`config.mk`:
```
export PLATFORM = sky130hd
export DESIGN_NAME = shift_out_ser_flat
export DESIGN_NICKNAME = d
export VERILOG_FILES = /design/src/rtl/shift_out_ser_pkg.sv /design/src/rtl/shift_out_ser_if.sv /design/src/rtl/shift_out_ser_bitclk.sv /design/src/rtl/shift_out_ser.sv /design/src/flat_wrapper.sv
export SDC_FILE = /design/constraint.sdc
export NUM_CORES = 1
export LEC_CHECK = 0
export CAP_MARGIN = 40
export CORE_MARGIN = 8
export CORE_UTILIZATION = 30
export CTS_BUF_LIST = sky130_fd_sc_hd__clkbuf_8 sky130_fd_sc_hd__clkbuf_16
export CTS_CLUSTER_SIZE = 28
export DETAILED_ROUTE_END_ITERATION = 16
export GPL_TIMING_DRIVEN = 0
export PLACE_DENSITY_LB_ADDON = 0.1
export RECOVER_POWER = 100
export SLEW_MARGIN = 20
export SYNTH_ARGS = -nofsm -noshare
export SYNTH_HDL_FRONTEND = slang
export SYNTH_SLANG_ARGS = --single-unit
```
`constraint.sdc`:
```
create_clock -name clk -period 3.1 [get_ports clk]
set_input_delay 0.93 -clock clk [delete_from_list [all_inputs] [get_ports clk]]
set_output_delay 0.93 -clock clk [all_outputs]
set_load 0.02 [all_outputs]
```
`src/rtl/shift_out_ser_pkg.sv`:
```
// Shared types and helpers for the parallel-in/serial-out shifter.
package shift_out_ser_pkg;

  typedef enum logic {
    ST_IDLE  = 1'b0,
    ST_SHIFT = 1'b1
  } ser_state_e;

  // Registered serial-side outputs, kept together so they load and hold as a unit.
  typedef struct packed {
    logic sout;
    logic sout_valid;
    logic bit_start;
    logic done;
  } ser_out_t;

  function automatic int ser_clog2(input int v);
    int r;
    r = 0;
    while ((1 << r) < v) r++;
    return r;
  endfunction

endpackage

```
`src/rtl/shift_out_ser_if.sv`:
```
// Word handshake, control and serial output bundle of the shifter.
interface shift_out_if #(
  parameter int WIDTH = 64
);
  logic [WIDTH-1:0] in_data;
  logic             in_valid;
  logic             in_ready;
  logic             enable;
  logic             abort;
  logic             sout;
  logic             sout_valid;
  logic             bit_start;
  logic             done;

  modport master (
    output in_data, in_valid, enable, abort,
    input  in_ready, sout, sout_valid, bit_start, done
  );

  modport slave (
    input  in_data, in_valid, enable, abort,
    output in_ready, sout, sout_valid, bit_start, done
  );
endinterface

```
`src/rtl/shift_out_ser_bitclk.sv`:
```
// Bit-period divider: counts enabled clocks and ticks on the last clock of each bit.
module shift_out_bitclk
  import shift_out_ser_pkg::*;
#(
  parameter int DIV    = 1,
  parameter int DWIDTH = ser_clog2(DIV + 1)
) (
  input  logic clk,
  input  logic reset,
  input  logic en,
  input  logic clr,
  output logic tick
);

  generate
    if (DIV == 1) begin : g_div1
      // Every enabled clock ends a bit; no counter state exists.
      logic unused_ok;
      assign unused_ok = &{1'b0, clk, reset, clr};
      assign tick      = en;
    end else begin : g_divn
      localparam logic [DWIDTH-1:0] LAST = DWIDTH'(DIV - 1);
      logic [DWIDTH-1:0] cnt;

      always_ff @(posedge clk) begin
        if (reset || clr)  cnt <= '0;
        else if (en)       cnt <= (cnt == LAST) ? '0 : cnt + DWIDTH'(1);
      end

      assign tick = en && (cnt == LAST);
    end
  endgenerate

endmodule

```
`src/rtl/shift_out_ser.sv`:
```
// Parallel-in/serial-out shifter: takes a word on valid/ready and emits it
// bit by bit on a registered sout, DIV clocks per bit, with pause and abort.
module shift_out_ser
  import shift_out_ser_pkg::*;
#(
  parameter int WIDTH      = 64,
  parameter int CWIDTH     = ser_clog2(WIDTH),
  parameter int MSB_FIRST  = 0,
  parameter int DIV        = 1,
  parameter int DWIDTH     = ser_clog2(DIV + 1),
  parameter bit IDLE_LEVEL = 1'b0
) (
  input logic        clk,
  input logic        reset,
  shift_out_if.slave bus
);

  localparam ser_out_t OUT_IDLE = '{sout: IDLE_LEVEL, sout_valid: 1'b0,
                                    bit_start: 1'b0, done: 1'b0};

  ser_state_e        state, state_nxt;
  logic [WIDTH-1:0]  data_q, data_nxt;
  logic [CWIDTH-1:0] idx_q, idx_nxt;
  ser_out_t          out_q, out_nxt;

  logic shifting, abort_sh, last, tick, rdy, accept;

  function automatic logic sel_bit(input logic [WIDTH-1:0] d, input logic [CWIDTH-1:0] i);
    logic [CWIDTH-1:0] ri;
    ri = CWIDTH'(WIDTH - 1) - i;
    return (MSB_FIRST != 0) ? d[ri] : d[i];
  endfunction

  assign shifting = (state == ST_SHIFT);
  assign abort_sh = shifting && bus.abort;
  assign last     = (idx_q == CWIDTH'(WIDTH - 1));

  shift_out_bitclk #(.DIV(DIV), .DWIDTH(DWIDTH)) u_bitclk (
    .clk   (clk),
    .reset (reset),
    .en    (shifting && bus.enable),
    .clr   (!shifting || abort_sh),
    .tick  (tick)
  );

  // Ready on the final clock of the last bit lets the next word follow with no gap;
  // a concurrent abort still wins over that accept.
  assign rdy    = !reset && ((state == ST_IDLE) || (shifting && tick && last));
  assign accept = bus.in_valid && rdy;

  always_comb begin
    state_nxt         = state;
    data_nxt          = data_q;
    idx_nxt           = idx_q;
    out_nxt           = out_q;
    out_nxt.bit_start = 1'b0;
    out_nxt.done      = 1'b0;

    unique case (state)
      ST_IDLE: begin
        if (accept) begin
          state_nxt          = ST_SHIFT;
          data_nxt           = bus.in_data;
          idx_nxt            = '0;
          out_nxt.sout       = sel_bit(bus.in_data, '0);
          out_nxt.sout_valid = 1'b1;
          out_nxt.bit_start  = 1'b1;
        end else begin
          out_nxt = OUT_IDLE;
        end
      end
      ST_SHIFT: begin
        if (bus.abort) begin
          state_nxt = ST_IDLE;
          idx_nxt   = '0;
          out_nxt   = OUT_IDLE;
        end else if (tick) begin
          if (last) begin
            if (accept) begin
              data_nxt           = bus.in_data;
              idx_nxt            = '0;
              out_nxt.sout       = sel_bit(bus.in_data, '0);
              out_nxt.sout_valid = 1'b1;
              out_nxt.bit_start  = 1'b1;
            end else begin
              state_nxt = ST_IDLE;
              idx_nxt   = '0;
              out_nxt   = OUT_IDLE;
            end
            out_nxt.done = 1'b1;
          end else begin
            idx_nxt           = idx_q + CWIDTH'(1);
            out_nxt.sout      = sel_bit(data_q, idx_q + CWIDTH'(1));
            out_nxt.bit_start = 1'b1;
          end
        end
      end
      default: begin
        state_nxt = ST_IDLE;
        out_nxt   = OUT_IDLE;
      end
    endcase
  end

  always_ff @(posedge clk) begin
    if (reset) begin
      state  <= ST_IDLE;
      data_q <= '0;
      idx_q  <= '0;
      out_q  <= OUT_IDLE;
    end else begin
      state  <= state_nxt;
      data_q <= data_nxt;
      idx_q  <= idx_nxt;
      out_q  <= out_nxt;
    end
  end

  assign bus.in_ready   = rdy;
  assign bus.sout       = out_q.sout;
  assign bus.sout_valid = out_q.sout_valid;
  assign bus.bit_start  = out_q.bit_start;
  assign bus.done       = out_q.done;

endmodule

```
`src/flat_wrapper.sv`:
```
// flat-port wrapper written by rule: the top's interface ports become plain ports
module shift_out_ser_flat import shift_out_ser_pkg::*;
#(
  parameter int WIDTH      = 64,
  parameter int CWIDTH     = ser_clog2(WIDTH),
  parameter int MSB_FIRST  = 0,
  parameter int DIV        = 1,
  parameter int DWIDTH     = ser_clog2(DIV + 1),
  parameter bit IDLE_LEVEL = 1'b0
)
  (clk, reset, bus_in_data, bus_in_valid, bus_enable, bus_abort, bus_in_ready, bus_sout, bus_sout_valid, bus_bit_start, bus_done);
  shift_out_if #(.WIDTH(WIDTH)) bus_i ();
  input logic clk;
  input logic reset;
  input wire logic [$bits(bus_i.in_data)-1:0] bus_in_data;
  input wire logic [$bits(bus_i.in_valid)-1:0] bus_in_valid;
  input wire logic [$bits(bus_i.enable)-1:0] bus_enable;
  input wire logic [$bits(bus_i.abort)-1:0] bus_abort;
  output wire logic [$bits(bus_i.in_ready)-1:0] bus_in_ready;
  output wire logic [$bits(bus_i.sout)-1:0] bus_sout;
  output wire logic [$bits(bus_i.sout_valid)-1:0] bus_sout_valid;
  output wire logic [$bits(bus_i.bit_start)-1:0] bus_bit_start;
  output wire logic [$bits(bus_i.done)-1:0] bus_done;
  assign bus_i.in_data = bus_in_data;
  assign bus_i.in_valid = bus_in_valid;
  assign bus_i.enable = bus_enable;
  assign bus_i.abort = bus_abort;
  assign bus_in_ready = bus_i.in_ready;
  assign bus_sout = bus_i.sout;
  assign bus_sout_valid = bus_i.sout_valid;
  assign bus_bit_start = bus_i.bit_start;
  assign bus_done = bus_i.done;
  shift_out_ser #(.WIDTH(WIDTH), .CWIDTH(CWIDTH), .MSB_FIRST(MSB_FIRST), .DIV(DIV), .DWIDTH(DWIDTH), .IDLE_LEVEL(IDLE_LEVEL)) u_core (.clk(clk), .reset(reset), .bus(bus_i));
endmodule
```
# After elaboration in Yosys (flattened, before gate mapping)

Cells that the tools add are included.

Add/subtract/negate cells: 1
Multipliers: 0
Div/mod/pow operators: 0
Magnitude comparators: 1
Equality and inequality tests: 7
Shift-type cells: 0
Mux-type cells: 25
Bitwise gates (word level): 1
Reductions and logical operators: 10

Operators by type and width:

| kind                | number |
|---|---|
| $mux 64             | 4 |
| $pmux 64 s2         | 1 |
| $mux 6              | 4 |
| $pmux 6 s2          | 1 |
| $mux 1              | 9 |
| $mux 4              | 2 |
| $pmux 4 s2          | 1 |
| $lt 6x7->1 const B  | 1 |
| $add 6x1->6 const B | 1 |
| $bmux 1 s6          | 1 |
| $eq 6x6->1 const B  | 1 |
| $ne 2x2->1 const B  | 3 |
| $ne 3x3->1 const B  | 2 |
| $logic_and 1x1->1   | 5 |
| $reduce_and 2->1    | 2 |
| $mux 3              | 1 |
| $reduce_and 3->1    | 1 |
| $ne 2x1->1 const B  | 1 |
| $pmux 1 s2          | 1 |
| $logic_not 1->1     | 1 |
| $logic_or 1x1->1    | 1 |
| $not 1->1           | 1 |

Register bits after elaboration: 75
Bits in latches: 0
Bits in writable memories: 0
ROM bits: 0
Input port bits: 69
Logic and storage cells: 52
Memories: 0

# Logic depth before layout (Yosys ltp)

Depth in word-level cells: 11
Gate-level depth with buffers: 9
Depth with buffers taken out: 7

# By module

Synthesis repeated with hierarchy kept, for this count alone.

Cell total of the unflattened synthesis: 382
Area total of the unflattened synthesis: 3,345.7 um^2

Modules (own cells, without submodules):

| module           | instances | cells an instance | area each (um^2) | seq. area each (um^2) |
|---|---|---|---|---|
| shift_out_ser    | 1         | 381               | 3,338.2          | 1,501.4 |
| shift_out_bitclk | 1         | 1                 | 7.5              | 0.0 |

# Worst setup path before layout

OpenSTA, ideal clock, no wires.

Path type: reg2reg
Start: reg u_core.idx_q[0]
End: reg u_core.out_q, in the netlist u_core.bus.sout
Arrival: 2,281 ps
Required time: 2,967 ps
Slack: 686 ps
Stages on the path, launching flop included: 7
Buffers on the path: 0
Period minus slack after synthesis: 2,414 ps
Cells stage by stage: dfxtp_1 -> ha_1 -> xor2_4 -> mux4_2 -> mux4_2 -> nor4b_2 -> nor4_2

Cells in the longest elaborated chain, start to end: 10
Elaborated cells on any way between the ends: 13
Those cells by class: 1 x add/sub; 1 x eq/ne; 7 x mux; 4 x reduce/logical

Ends and longest elaborated chain:

| item                                                                | line                 | source |
|---|---|---|
| start, declared                                                     | shift_out_ser.sv:23  | `logic [CWIDTH-1:0] idx_q, idx_nxt;` |
| start signal, assigned                                              | shift_out_ser.sv:114 | `idx_q <= idx_nxt;` |
| parallel branches: the longest is 9 deep, another holds $add 6x1->6 | --                   |  |
| $pmux 4 s2 *                                                        | shift_out_ser.sv:59  | `unique case (state)` |
| end signal, assigned                                                | shift_out_ser.sv:115 | `out_q <= out_nxt;` |
| end, declared                                                       | shift_out_ser.sv:24  | `ser_out_t out_q, out_nxt;` |

Mark *: on every way between the ends. The select of a mux whose other input is x is not followed.
A chain may end at the register's enable or synchronous reset.

# Final worst setup path

Start: in reset
End: out bus_in_ready

Cells in the longest elaborated chain, start to end: 2

Ends and longest elaborated chain:

| item              | line                | source |
|---|---|---|
| start, declared   | flat_wrapper.sv:14  | `input logic reset;` |
| $logic_not 1->1   | shift_out_ser.sv:48 | `assign rdy = !reset && ((state == ST_IDLE) \|\| (shifting && tick && last));` |
| $logic_and 1x1->1 | shift_out_ser.sv:48 |  |
| end, declared     | flat_wrapper.sv:19  | `output wire logic [$bits(bus_i.in_ready)-1:0] bus_in_ready;` |

Every way passes these cells.

==> impl_metrics.py <==
metrics = {
    "worst_setup_path": {
        "path_class": "in -> out",
        "cp_cell_sequence": "clkdlybuf4s50_1 > buf_6 > nor2_1 > dlygate4sd2_1",
        "cpMaxStageDelayCell": "clkdlybuf4s50_1",
        "worst_ep_required_time_ns": 2.17,
        "worstPathArrival_ns": 2.08,
        "critPathTopFamily": "buffers and inverters",
        "timing.rr.end": "u_core.bus.sout",
        "r2r-start": "u_core.idx_q[0]",
        "cp-start-kind": "input pin",
        "endpoint_kind": "output port",
        "cp_max_fo": 10,
        "critPathBufInv": 3,
        "critical_path.max_stage_delay_ns": 0.58,
        "r2r_cells": 8,
        "rrSetupSlack_ns": 0.20,
    },
    "yosys": {
        "yosysMostFrequentCell": "nand2_1",
        "seq_area_frac_synth_pct": 44.3,
        "ys_warn_count": 0,
        "synth_area_leader_cell": "dfxtp_1",
        "synth-seq-cells": 75,
        "yosys_most_used_dff": "dfxtp_1",
        "synth_area_leaders": "dfxtp_1, nand2_1, a21oi_1, mux4_2, mux4_1",
        "syn_area_per_cell_um2": 8.64,
        "synth_area_mm2": 0.00339,
        "synth_edf_count": 0,
        "yosysUniqueCellTypes": 42,
        "synth_common_cells": "nand2_1, dfxtp_1, a21oi_1, clkbuf_1, mux4_2",
        "synth_top_area_share_pct": 44.3,
        "synthCells": 392,
        "synth_nets": 462,
        "synthArstFlopShare_pct": 0,
    },
    "clock_tree": {
        "htree_levels": 3,
        "cts_made_buffers": 9,
        "ctsLongestPathBuffers": 2,
        "cts_hold_buffers": 0,
        "clock-root-buffer": "clkbuf_16",
        "cts_tree": "done",
        "cts.sinks": 75,
        "post-cts-setup-buffer-count": 0,
        "postCtsResizedCells": 3,
        "path_clk_slew_ns": 0.06,
        "insertion_delay_ns": 0.33,
    },
    "layout": {
        "multi_input_area_mm2": 0.00172,
        "drive_above_1_share_pct": 9.56,
        "nets": 546,
        "final_cell_area_mm2": 0.00462,
        "finalNonFillerCells": 621,
        "area_growth_pct": 36.4,
        "antenna_cells": 0,
        "regArea_mm2": 0.00150,
        "n_fill_cell": 1175,
    },
    "timing": {
        "setup-violations-final": 0,
        "tns_ns": 0,
        "timing.fmax_mhz": 333,
        "hold_viol_final": 0,
        "finalCriticalPeriod_ns": 3.01,
        "rsz0062_at_grt": "no",
        "maxSlewViolCount": 0,
        "worstMarginPinSlew_ns": 0.627,
        "relSlewSlack_pct": 58.2,
        "finalCritPeriodShare_pct": 97.0,
        "fin_skew_ns": 0.00820,
    },
    "floorplan": {
        "die_width_um": 122,
        "dieHeight_um": 122,
        "die_area_mm2": 0.0149,
        "start_util_pct": 31.0,
        "core_area_mm2": 0.0109,
        "rows": 38,
        "pin_count": 74,
    },
    "worst_hold_path": {
        "hold_end": "u_core.data_q[53]",
        "hold_class": "reg -> reg",
        "hold_depth": 2,
        "hp-start": "u_core.data_q[53]",
    },
    "detailed_routing": {
        "antenna_left": 0,
        "vias": 2974,
        "wirelength_mm": 9.44,
        "dr.pass1.iters": 6,
        "drtIter0Drc": 190,
        "post-route-drc-count": 0,
        "wl_per_cell_um": 15.2,
        "vias_per_cell": 4.79,
    },
    "placed_design": {
        "hpwl_mm": 7.06,
        "placed_cell_area_mm2": 0.00429,
        "port-buffer-count": 72,
        "place_inst": 605,
        "gp_congestion": 0.818,
    },
    "global_routing": {
        "grt_start_max_net_pins": 14,
        "grt_pass1_wl_mm": 15.0,
        "grt_use_total_pct": 12.8,
        "gr-total-overflow": 0,
        "grt_pass1_vias": 3062,
        "grt_antenna_before_repair": 0,
    },
    "power_and_ir_drop": {
        "ir_drop_v": 0.000258,
        "p_total_mw": 2.44,
        "leakage_nw": 1.62,
        "p_per_area_mw_per_mm2": 528,
    },
    "flow_run": {
        "maxCapViolations": 0,
    },
    "status": {
        "outcome": "finished clean",
    },
}
sequential cells by signal (all words and copies together) (netlist names):
name and count:
u_core.bus.done 1, u_core.bus.bit_start 1, u_core.shifting 1, u_core.bus.sout 1, u_core.idx_q 6, u_core.bus.sout_valid 1, u_core.data_q 64
kinds of logic (layout without fill, tap and decap cells):
kind of cell	after synthesis	count (layout)	synth area share, %
compound gates	88	88	14.2
xor+xnor	5	5	1.85
buf+inv	29	118	4.92
mux	20	20	12.4
fa+ha+maj	1	1	0.369
flops	75	75	44.3
simple gates	174	174	22.0
stage by stage:
stage | worst slack, ns | util [%] | hold WS, ns
floorplan | 0.686 | - | 0.432
global placement | -0.437 | 39.2 | 0.439
detailed placement | -0.405 | 39.2 | 0.446
CTS | 0.0352 | 42.2 | 0.454
global route | 0.0227 | 42.2 | 0.467
finish | 0.0929 | 42.2 | 0.451
tightest hold or removal path, delay by kind of cell (launching register included):
kind | cells | cell delay, ns
simple gates | 1 | 0.05
flops | 1 | 0.30
compound gates | 1 | 0.05
layout by cell type, fill, tap and decap left out, types with 6 or more instances in the layout:
cell type and instances:
clkbuf_1 14, nand3_1 6, clkbuf_16 9, nor2_1 7, a21oi_1 73, mux4_2 11, dfxtp_1 75, nand2_1 137
clkdlybuf4s50_1 66, clkbuf_2 6
layer usage:
layer / up-vias / GRT usage (%) / routed length [µm]
met5: - / 0 / 0
met4: 0 / 4.27 / 125
met3: 11 / 4.32 / 503
met2: 55 / 20.9 / 4460
met1: 1389 / 15.5 / 4350
li1: 1519 / - / -
cell type report:
class                   instances  share of cell area, %
multi-input cells             288                   37.2
flip-flops and latches         75                   32.5
repair buffers                 73                   15.7
clock buffers                  10                   5.17
well taps                     140                   3.79
plain buffers                  29                   3.74
clock inverters                 6                   1.92
worst max path at each step:
| stage | start | end | slack, ns | cells after the start |
|---|---|---|---|---|
| finish | reset | bus_in_ready | 0.09 | 4 |
| global route | bus_abort | u_core.data_q[24] | 0.02 | 8 |
| CTS | reset | bus_in_ready | 0.04 | 4 |
| detailed placement | reset | bus_in_ready | -0.41 | 4 |
| global placement | reset | bus_in_ready | -0.44 | 4 |
| floorplan | u_core.idx_q[0] | u_core.bus.sout | 0.69 | 6 |
report_power, final:
part           switching (mW)  internal (mW)
Sequential             0.0198           1.00
Combinational           0.128          0.147
Clock                   0.412          0.728
Power figures use the tool's default switching activity.
